--- config.mk ---
export PLATFORM = sky130hd
export DESIGN_NAME = jtsdram_check_flat
export DESIGN_NICKNAME = d
export VERILOG_FILES = /design/src/rtl/jtsdram_check_if.sv /design/src/rtl/jtsdram_check.sv /design/src/flat_wrapper.sv
export SDC_FILE = /design/constraint.sdc
export NUM_CORES = 1
export LEC_CHECK = 0
export ABC_CLOCK_PERIOD_IN_PS = 10430
export CAP_MARGIN = 0
export CORE_MARGIN = 2
export CORE_UTILIZATION = 45
export CTS_CLUSTER_SIZE = 14
export DETAILED_ROUTE_END_ITERATION = 8
export PLACE_DENSITY = 0.76
export SLEW_MARGIN = 20
export SYNTH_ARGS = -nofsm -noshare
export SYNTH_HDL_FRONTEND = slang
export SYNTH_SLANG_ARGS = --single-unit
--- constraint.sdc ---
create_clock -name clk -period 10.43 [get_ports clk]
set_input_delay 2.086 -clock clk [delete_from_list [all_inputs] [get_ports clk]]
set_output_delay 2.086 -clock clk [all_outputs]
set_load 0.005 [all_outputs]
--- src/rtl/jtsdram_check_if.sv ---
// Read-port bundle between the SDRAM read-back checker (master) and the SDRAM
// controller read port (slave).
interface jtsdram_check_if #(
    parameter int AW = 22
);
    logic [AW-1:0] rd_addr;
    logic [1:0]    rd_ba;
    logic          rd_req;
    logic          rd_ack;
    logic          rd_dok;
    logic [15:0]   rd_data;

    modport master (
        output rd_addr, rd_ba, rd_req,
        input  rd_ack, rd_dok, rd_data
    );

    modport slave (
        input  rd_addr, rd_ba, rd_req,
        output rd_ack, rd_dok, rd_data
    );
endinterface

--- src/rtl/jtsdram_check.sv ---
// SDRAM read-back checker: reads every word of each enabled bank, compares it
// with the address-derived fill pattern and reports pass/fail plus first error.
//
//  state | meaning
//  IDLE  | waiting for start after reset
//  NEXT  | pick lowest enabled bank >= current, or finish
//  REQ   | rd_req held with stable bank/address until rd_ack
//  WAIT  | waiting for rd_dok, timeout down-counter running
//  CMP   | compare latched word, update error state, advance address
//  DONE  | result valid, held until next start
module jtsdram_check #(
    parameter int          AW    = 22,
    parameter logic [15:0] SEED  = 16'h5A3C,
    parameter int          ERR_W = 16,
    parameter int          TOUT  = 1023
) (
    input  logic               rst,
    input  logic               clk,
    input  logic               start,
    input  logic [3:0]         ba_en,
    output logic               busy,
    output logic               done,
    output logic               pass,
    output logic [ERR_W-1:0]   err_cnt,
    output logic [1:0]         first_ba,
    output logic [AW-1:0]      first_addr,
    output logic [15:0]        first_data,
    jtsdram_check_if.master    rd
);
    localparam int TW = (TOUT > 0) ? $clog2(TOUT + 1) : 1;

    typedef enum logic [2:0] {IDLE, NEXT, REQ, WAIT, CMP, DONE} state_t;

    state_t           state_q, state_d;
    logic [2:0]       ba_q, ba_d;
    logic [AW-1:0]    addr_q, addr_d;
    logic [3:0]       en_q, en_d;
    logic             busy_q, busy_d;
    logic             done_q, done_d;
    logic             pass_q, pass_d;
    logic [ERR_W-1:0] err_cnt_q, err_cnt_d;
    logic [1:0]       first_ba_q, first_ba_d;
    logic [AW-1:0]    first_addr_q, first_addr_d;
    logic [15:0]      first_data_q, first_data_d;
    logic [15:0]      data_q, data_d;
    logic             tout_q, tout_d;
    logic [TW-1:0]    tcnt_q, tcnt_d;
    logic             rd_req_q, rd_req_d;

    logic             nxt_found;
    logic [2:0]       nxt_ba;
    logic             mism;

    // Address bits that fall outside a narrow AW read as zero, so the same
    // formula covers both the 22-bit device and small test configurations.
    function automatic logic [15:0] exp_word(input logic [1:0] ba, input logic [AW-1:0] addr);
        logic [15:0] lo16;
        logic [11:0] hi12;
        lo16 = 16'(addr);
        hi12 = 12'({addr, 12'd0} >> AW);
        return lo16 ^ {2'b00, ba, hi12} ^ SEED;
    endfunction

    always_comb begin
        nxt_found = 1'b0;
        nxt_ba    = ba_q;
        for (int i = 3; i >= 0; i--) begin
            if (en_q[i] && (3'(i) >= ba_q)) begin
                nxt_found = 1'b1;
                nxt_ba    = 3'(i);
            end
        end
    end

    assign mism = tout_q || (data_q != exp_word(ba_q[1:0], addr_q));

    always_comb begin
        state_d      = state_q;
        ba_d         = ba_q;
        addr_d       = addr_q;
        en_d         = en_q;
        busy_d       = busy_q;
        done_d       = done_q;
        pass_d       = pass_q;
        err_cnt_d    = err_cnt_q;
        first_ba_d   = first_ba_q;
        first_addr_d = first_addr_q;
        first_data_d = first_data_q;
        data_d       = data_q;
        tout_d       = tout_q;
        tcnt_d       = tcnt_q;
        rd_req_d     = rd_req_q;

        case (state_q)
            NEXT: begin
                if (nxt_found) begin
                    ba_d     = nxt_ba;
                    rd_req_d = 1'b1;
                    state_d  = REQ;
                end else begin
                    busy_d  = 1'b0;
                    done_d  = 1'b1;
                    pass_d  = (err_cnt_q == '0);
                    state_d = DONE;
                end
            end
            REQ: begin
                if (rd.rd_ack) begin
                    rd_req_d = 1'b0;
                    tout_d   = 1'b0;
                    tcnt_d   = TW'(TOUT);
                    if (rd.rd_dok) begin
                        data_d  = rd.rd_data;
                        state_d = CMP;
                    end else begin
                        state_d = WAIT;
                    end
                end
            end
            WAIT: begin
                if (rd.rd_dok) begin
                    data_d  = rd.rd_data;
                    state_d = CMP;
                end else if (tcnt_q == '0) begin
                    data_d  = 16'hFFFF;
                    tout_d  = 1'b1;
                    state_d = CMP;
                end else begin
                    tcnt_d = tcnt_q - 1'b1;
                end
            end
            CMP: begin
                if (mism) begin
                    if (err_cnt_q != '1) err_cnt_d = err_cnt_q + 1'b1;
                    if (err_cnt_q == '0) begin
                        first_ba_d   = ba_q[1:0];
                        first_addr_d = addr_q;
                        first_data_d = data_q;
                    end
                end
                // ba_q is one bit wider than a bank index so bank 3 wrapping
                // lands on 4, which NEXT treats as "no banks left".
                if (addr_q == '1) begin
                    addr_d  = '0;
                    ba_d    = ba_q + 3'd1;
                    state_d = NEXT;
                end else begin
                    addr_d   = addr_q + 1'b1;
                    rd_req_d = 1'b1;
                    state_d  = REQ;
                end
            end
            default: ;
        endcase

        if (start) begin
            state_d      = NEXT;
            busy_d       = 1'b1;
            done_d       = 1'b0;
            pass_d       = 1'b0;
            err_cnt_d    = '0;
            first_ba_d   = '0;
            first_addr_d = '0;
            first_data_d = '0;
            addr_d       = '0;
            ba_d         = '0;
            en_d         = ba_en;
            tout_d       = 1'b0;
            rd_req_d     = 1'b0;
        end
    end

    always_ff @(posedge clk or posedge rst) begin
        if (rst) begin
            state_q      <= IDLE;
            ba_q         <= '0;
            addr_q       <= '0;
            en_q         <= '0;
            busy_q       <= 1'b0;
            done_q       <= 1'b0;
            pass_q       <= 1'b0;
            err_cnt_q    <= '0;
            first_ba_q   <= '0;
            first_addr_q <= '0;
            first_data_q <= '0;
            data_q       <= '0;
            tout_q       <= 1'b0;
            tcnt_q       <= '0;
            rd_req_q     <= 1'b0;
        end else begin
            state_q      <= state_d;
            ba_q         <= ba_d;
            addr_q       <= addr_d;
            en_q         <= en_d;
            busy_q       <= busy_d;
            done_q       <= done_d;
            pass_q       <= pass_d;
            err_cnt_q    <= err_cnt_d;
            first_ba_q   <= first_ba_d;
            first_addr_q <= first_addr_d;
            first_data_q <= first_data_d;
            data_q       <= data_d;
            tout_q       <= tout_d;
            tcnt_q       <= tcnt_d;
            rd_req_q     <= rd_req_d;
        end
    end

    assign busy       = busy_q;
    assign done       = done_q;
    assign pass       = pass_q;
    assign err_cnt    = err_cnt_q;
    assign first_ba   = first_ba_q;
    assign first_addr = first_addr_q;
    assign first_data = first_data_q;
    assign rd.rd_req  = rd_req_q;
    assign rd.rd_ba   = ba_q[1:0];
    assign rd.rd_addr = addr_q;
endmodule

--- src/flat_wrapper.sv ---
// flat-port wrapper written by rule: the top's interface ports become plain ports
module jtsdram_check_flat 
#(
    parameter int          AW    = 22,
    parameter logic [15:0] SEED  = 16'h5A3C,
    parameter int          ERR_W = 16,
    parameter int          TOUT  = 1023
)
  (rst, clk, start, ba_en, busy, done, pass, err_cnt, first_ba, first_addr, first_data, rd_rd_addr, rd_rd_ba, rd_rd_req, rd_rd_ack, rd_rd_dok, rd_rd_data);
  jtsdram_check_if #(.AW(AW)) rd_i ();
  input  logic rst;
  input  logic clk;
  input  logic start;
  input  logic [3:0] ba_en;
  output logic busy;
  output logic done;
  output logic pass;
  output logic [ERR_W-1:0] err_cnt;
  output logic [1:0] first_ba;
  output logic [AW-1:0] first_addr;
  output logic [15:0] first_data;
  output wire logic [$bits(rd_i.rd_addr)-1:0] rd_rd_addr;
  output wire logic [$bits(rd_i.rd_ba)-1:0] rd_rd_ba;
  output wire logic [$bits(rd_i.rd_req)-1:0] rd_rd_req;
  input wire logic [$bits(rd_i.rd_ack)-1:0] rd_rd_ack;
  input wire logic [$bits(rd_i.rd_dok)-1:0] rd_rd_dok;
  input wire logic [$bits(rd_i.rd_data)-1:0] rd_rd_data;
  assign rd_rd_addr = rd_i.rd_addr;
  assign rd_rd_ba = rd_i.rd_ba;
  assign rd_rd_req = rd_i.rd_req;
  assign rd_i.rd_ack = rd_rd_ack;
  assign rd_i.rd_dok = rd_rd_dok;
  assign rd_i.rd_data = rd_rd_data;
  jtsdram_check #(.AW(AW), .SEED(SEED), .ERR_W(ERR_W), .TOUT(TOUT)) u_core (.rst(rst), .clk(clk), .start(start), .ba_en(ba_en), .busy(busy), .done(done), .pass(pass), .err_cnt(err_cnt), .first_ba(first_ba), .first_addr(first_addr), .first_data(first_data), .rd(rd_i));
endmodule
======== After elaboration in Yosys (flattened, before gate mapping) ========
Cells that the tools add are included.
word-level totals
  bits in registers ....................... 119
  output and inout port bits .............. 84
operators by class
  $add $sub $neg .......................... 4
  order comparisons ....................... 4
  equal/unequal tests ..................... 21
  multiplexer cells ....................... 66
  bitwise operators ....................... 2
  reductions and logical operators ........ 26
operators with widths
  operator                 count
  $mux W16                 12
  $mux W22                 7
  $mux W3                  13
  $pmux W16 S2             1
  $mux W10                 3
  $add A22 B1 Y22 const B  1
  $eq A22 B22 Y1 const B   1
  $mux W1                  20
  $pmux W10 S2             1
  $reduce_and A4 Y1        5
  $add A16 B1 Y16 const B  1
  $logic_not A16 Y1        1
  $ne A16 B16 Y1           1
  $ne A16 B16 Y1 const B   1
  $xor A16 B14 Y16         1
  $ne A3 B2 Y1 const B     4
  $pmux W3 S4              1
  $reduce_bool A2 Y1       6
  $logic_not A10 Y1        1
  $mux W2                  5
  $ne A2 B2 Y1 const B     5
  $sub A10 B1 Y10 const B  1
  $ne A3 B3 Y1 const B     3
  $reduce_and A3 Y1        3
  other kinds (18)         25

======== Longest topological paths before layout ========
  depth after elaboration ................. 9
  gate-level depth with buffers ........... 9
  mapped depth without buffers ............ 8

======== Worst setup path after synthesis ========
OpenSTA, ideal clock, no wires.
  path type ............................... input -> register
  start ................................... in start
  end ..................................... reg u_core.err_cnt_q[13], in the netlist u_core.err_cnt[13]
  setup time .............................. 0.079 ns
  arrival ................................. 3.375 ns
  data required time ...................... 10.351 ns
  setup slack ............................. 6.976 ns
  stages on the path ...................... 6
  buffers on the path ..................... 2
  cell sequence ........................... clkbuf_1 nor2_1 a41o_4 buf_4 nor4_2 mux2i_1
between the ends
  longest elaborated chain between the ends .. 2
  elaborated cells between the ends (all ways) .. 5
  classes of those cells .................. mux: 1; reduce/logical: 4
RTL lines
  item                          line                  text
  start, declared               flat_wrapper.sv:13    input logic start;
  $reduce_bool A2 Y1 (no line)  -
  $reduce_and A3 Y1 (no line)   -
  end signal, assigned          jtsdram_check.sv:198  err_cnt_q <= err_cnt_d;
  end, declared                 jtsdram_check.sv:41   logic [ERR_W-1:0] err_cnt_q, err_cnt_d;
Parallel ways exist; a longest one is shown, timed or not.
A chain may end at the register's enable or synchronous reset.

======== Worst setup path after layout ========
  start ................................... in rd_rd_dok
  end ..................................... reg u_core.data_q[1]
between the ends
  longest elaborated chain between the ends .. 2
  elaborated cells between the ends (all ways) .. 5
  classes of those cells .................. eq/ne: 2; mux: 2; reduce/logical: 1
RTL lines
  item                                                         line                  text
  start, declared                                              flat_wrapper.sv:26    input wire logic [$bits(rd_i.rd_dok)-1:0] rd_rd_dok;
  $ne A3 B2 Y1 (no line), or another cell as far along         -
  $reduce_and A4 Y1 (no line) or $pmux W16 S2 (tied branches)  -
  end signal, assigned                                         jtsdram_check.sv:202  data_q <= data_d;
  end, declared                                                jtsdram_check.sv:45   logic [15:0] data_q, data_d;
Parallel ways exist; a longest one is shown, timed or not.

==> impl_results.md <==
- Die Width: between 100 and 150 microns
- Core Area: 13,800 sq um
- DRC viols: 0
- Worst Slack Setup Final: between 5000 and 6000 ps
- Max Fanout on Critical Path: 32
- Area occupied by multi-input gates: around 3000 sq um
- ANT nets after route: 0
- Num Clock Sinks: 119
- Area Overhead vs Synth: 28.6%
- CTS H-tree lvls: 4
- Worst path cell trace: clkdlybuf4s50_1, nor3_2, nand2b_1, nand2_1, nor3_1, a21oi_1
- Drt wl/cell: approximately 18 microns
- Synthesized Nets: between 700 and 800
- Initial core utilization: a little under half
- Share of cells above drive strength 1: around 7.5%
- WP data arrival: roughly 4800 ps
- TNS Setup: 0 ps
- Core Rows: 43
- Mux cell area share after synthesis: 1.56%
- CP Capture Type: register
- Min-Delay Path Class: reg2reg
- Worst Path Required: around 11,000 ps
- RSZ-0062 raised after global routing: false
- Largest family of logic cells by synthesized area: compound AO/OA/AOI/OAI gates
- Maxcap violations: 0
- CP Buf/Inv Count: 1
- Sequential fraction of the synthesis area: a little under half
- Minimum clock period: 4470 ps
- Asr flop ratio synth: between 90% and 100%
- Antenna cell count: 0
- Fin cells: 953
- CTS buffer count: 17
- Mapped Cells: between 600 and 700
- Pins over their slew limit: 0
- Fmax: 224 MHz
- Mean area per synthesized cell: 9.40 sq um
- Post-Syn Area: ~6300 sq um
- LEAKAGE: between 3 and 4 nW
- YS warnings: 0
- Initial antenna violation count: 0
- XOR/XNOR share of the synthesized area: roughly 5.5%
- Final net count: between 700 and 800
- Seq. cell area: approximately 3000 sq um
- GPL Wtd Cong: about 0.9
- Post-place setup slack: around 5700 ps
- Outcome: finished, final reports clean
- Largest net degree at the start of global routing: 90
- Max_slew headroom: between 20 and 30%
- Primary FF master, synth: dfrtp_1
- WHS: between 400 and 500 ps
- CTS Hold Bufs: 0
- Commonest non-fill, non-tap cell in the layout: dfrtp_1
- Clock transition at path regs: 60 ps
- Post-synth cell types: just over 60
- TritonCTS clock tree: yes
- Register bit total from synthesis: about 120
- Clk Tree Root Cell: clkbuf_16
- DP HPWL: ~11,000 microns
- First-pass GRT wire length: about 28,000 microns
- Post-synthesis adder-cell area fraction: 1.58%
- Critical path's slowest cell: nor3_2
- Die area: around 15,000 sq um
- Via density: around 6
- Post-CTS sizing: 0
- Cell Pwr Density: roughly 220 nW/um^2
- Total gr overflow: 0
- Most frequent cells in the layout: dfrtp_1, clkdlybuf4s50_1, o21ai_0, inv_1, nand2_1
- Max VDD drop: 0.135 mV
- DR pass1 iterations: 5
- Crit path kind: in2reg
- Die span in y: between 100 and 150 microns
- Port bufs: roughly 110
- Crit path largest cell delay: 860 ps
- Number of hold violations in the final report: 0
- Delay-heaviest family, CP: simple AND/OR/NAND/NOR gates
- Count of final setup violators: 0
- Post-CTS Setup Inserts: 0
- Final wirelength: roughly 17,000 microns
- Total GRT Usage: about a quarter
- CP Launch Type: input port
- Synth Area in Compound Gates: 20.5%
- Number of DRC markers in iteration 0: roughly 500
- Final worst path period share: 42.9%
- Largest buffer count on any clock path: 2
- Clock Skew: roughly 10 ps
- Detailed-route via count: 5,721
- Vias in the first global route: 5,495
- Fillers: 1,135
- Slew @ Worst Pin: between 1000 and 1500 ps
- Clk_lat worst skew: roughly 420 ps
- Simple-gate share of the synthesized area: 17.3%
- Io pins: between 100 and 150
- Number of synthesized flops with an enable pin: 0
- Dpl cells: 921
[worst register-to-register path, stage by stage (launching register included)]
cell	delay (ps)
dfrtp_1	480
ha_1	230
nand3_1	200
nor4_1	760
a311o_1	810
a31oi_1	110
o21ai_0	220
o21ai_0	110
[cells in the mapped netlist, drive strengths merged, types with 5 or more instances]
| master | number | area, sq um |
|---|---|---|
| a21oi | 41 | 205 |
| a31oi | 5 | 31.3 |
| and2 | 5 | 31.3 |
| and3 | 14 | 87.6 |
| buf | 20 | 115 |
| clkbuf | 27 | 104 |
| dfrtp | 119 | 2980 |
| ha | 8 | 100 |
| inv | 54 | 203 |
| mux2 | 7 | 78.8 |
| nand2 | 50 | 188 |
| nand2b | 8 | 50.1 |
| nand3 | 26 | 130 |
| nand4 | 9 | 56.3 |
| nor2 | 31 | 116 |
| nor3 | 25 | 130 |
| nor4 | 8 | 71.3 |
| o21ai | 76 | 380 |
| o311ai | 6 | 52.6 |
| o31ai | 14 | 105 |
| o41ai | 42 | 368 |
| or3 | 5 | 31.3 |
| or4 | 11 | 82.6 |
| xnor2 | 14 | 123 |
| xor2 | 10 | 87.6 |
[registers in the layout, summed over array words and instances, names as in the netlist, 2 cells and up]
name               count
u_core.tcnt_q         10
u_core.data_q         16
u_core.ba_q            3
u_core.en_q            4
u_core.rd.rd_addr     22
u_core.err_cnt        16
u_core.first_data     16
u_core.state_q         3
u_core.first_addr     22
u_core.first_ba        2
[routing by layer]
layer	track usage, %	up-vias	part of all wire [%]
li1	-	2640	-
met1	32.8	2787	44
met5	0	-	0
met2	36.9	262	47
met4	9.34	0	2.0
met3	4.69	32	7.3
[path summary, 6_finish.rpt]
check | from | to | slack, ps | cells after the start
max reg2reg | u_core.rd.rd_addr[0]$_DFFE_PP0P_ | u_core.rd.rd_addr[8]$_DFFE_PP0P_ | 7390 | 7
min | u_core.ba_q[2]$_DFFE_PP0P_ | u_core.ba_q[2]$_DFFE_PP0P_ | 490 | 1
max | rd_rd_dok | u_core.data_q[1]$_DFFE_PP0P_ | 5960 | 6
min in group asynchronous | rst | u_core.first_addr[5]$_DFFE_PP0P_ | 2120 | 2
max in group asynchronous | rst | u_core.data_q[12]$_DFFE_PP0P_ | 7010 | 3
min reg2reg | u_core.ba_q[2]$_DFFE_PP0P_ | u_core.ba_q[2]$_DFFE_PP0P_ | 490 | 1
[where the power goes]
part | total [mW] | switching (mW) | internal (mW)
combinational | 0.484 | 0.269 | 0.214
sequential | 0.633 | 0.0822 | 0.551
clock | 0.682 | 0.216 | 0.466
[final cells by class]
type,count,area share (%)
flip-flops and latches,119,36.5
multi-input cells,455,36.2
repair buffers,113,13.6
clock buffers,20,5.72
well taps,180,2.76
clock inverters,12,2.71
inverters,54,2.51
[logic make-up after synthesis]
| group | after synthesis |
|---|---|
| fa+ha+maj | 8 |
| flops | 119 |
| simple gates | 208 |
| mux | 9 |
| buf+inv | 101 |
| xor+xnor | 30 |
| compound gates | 200 |
[through the flow]
stage	util (%)	cell area [sq um]	power [mW]
detailed placement	54.1	7480	1.11
global placement	54.1	7480	1.09
floorplan	-	6350	0.937
CTS	59.0	8160	1.80
finish	59.0	8160	1.80
global route	59.0	8160	1.89
(Power assumes the default switching activity.)
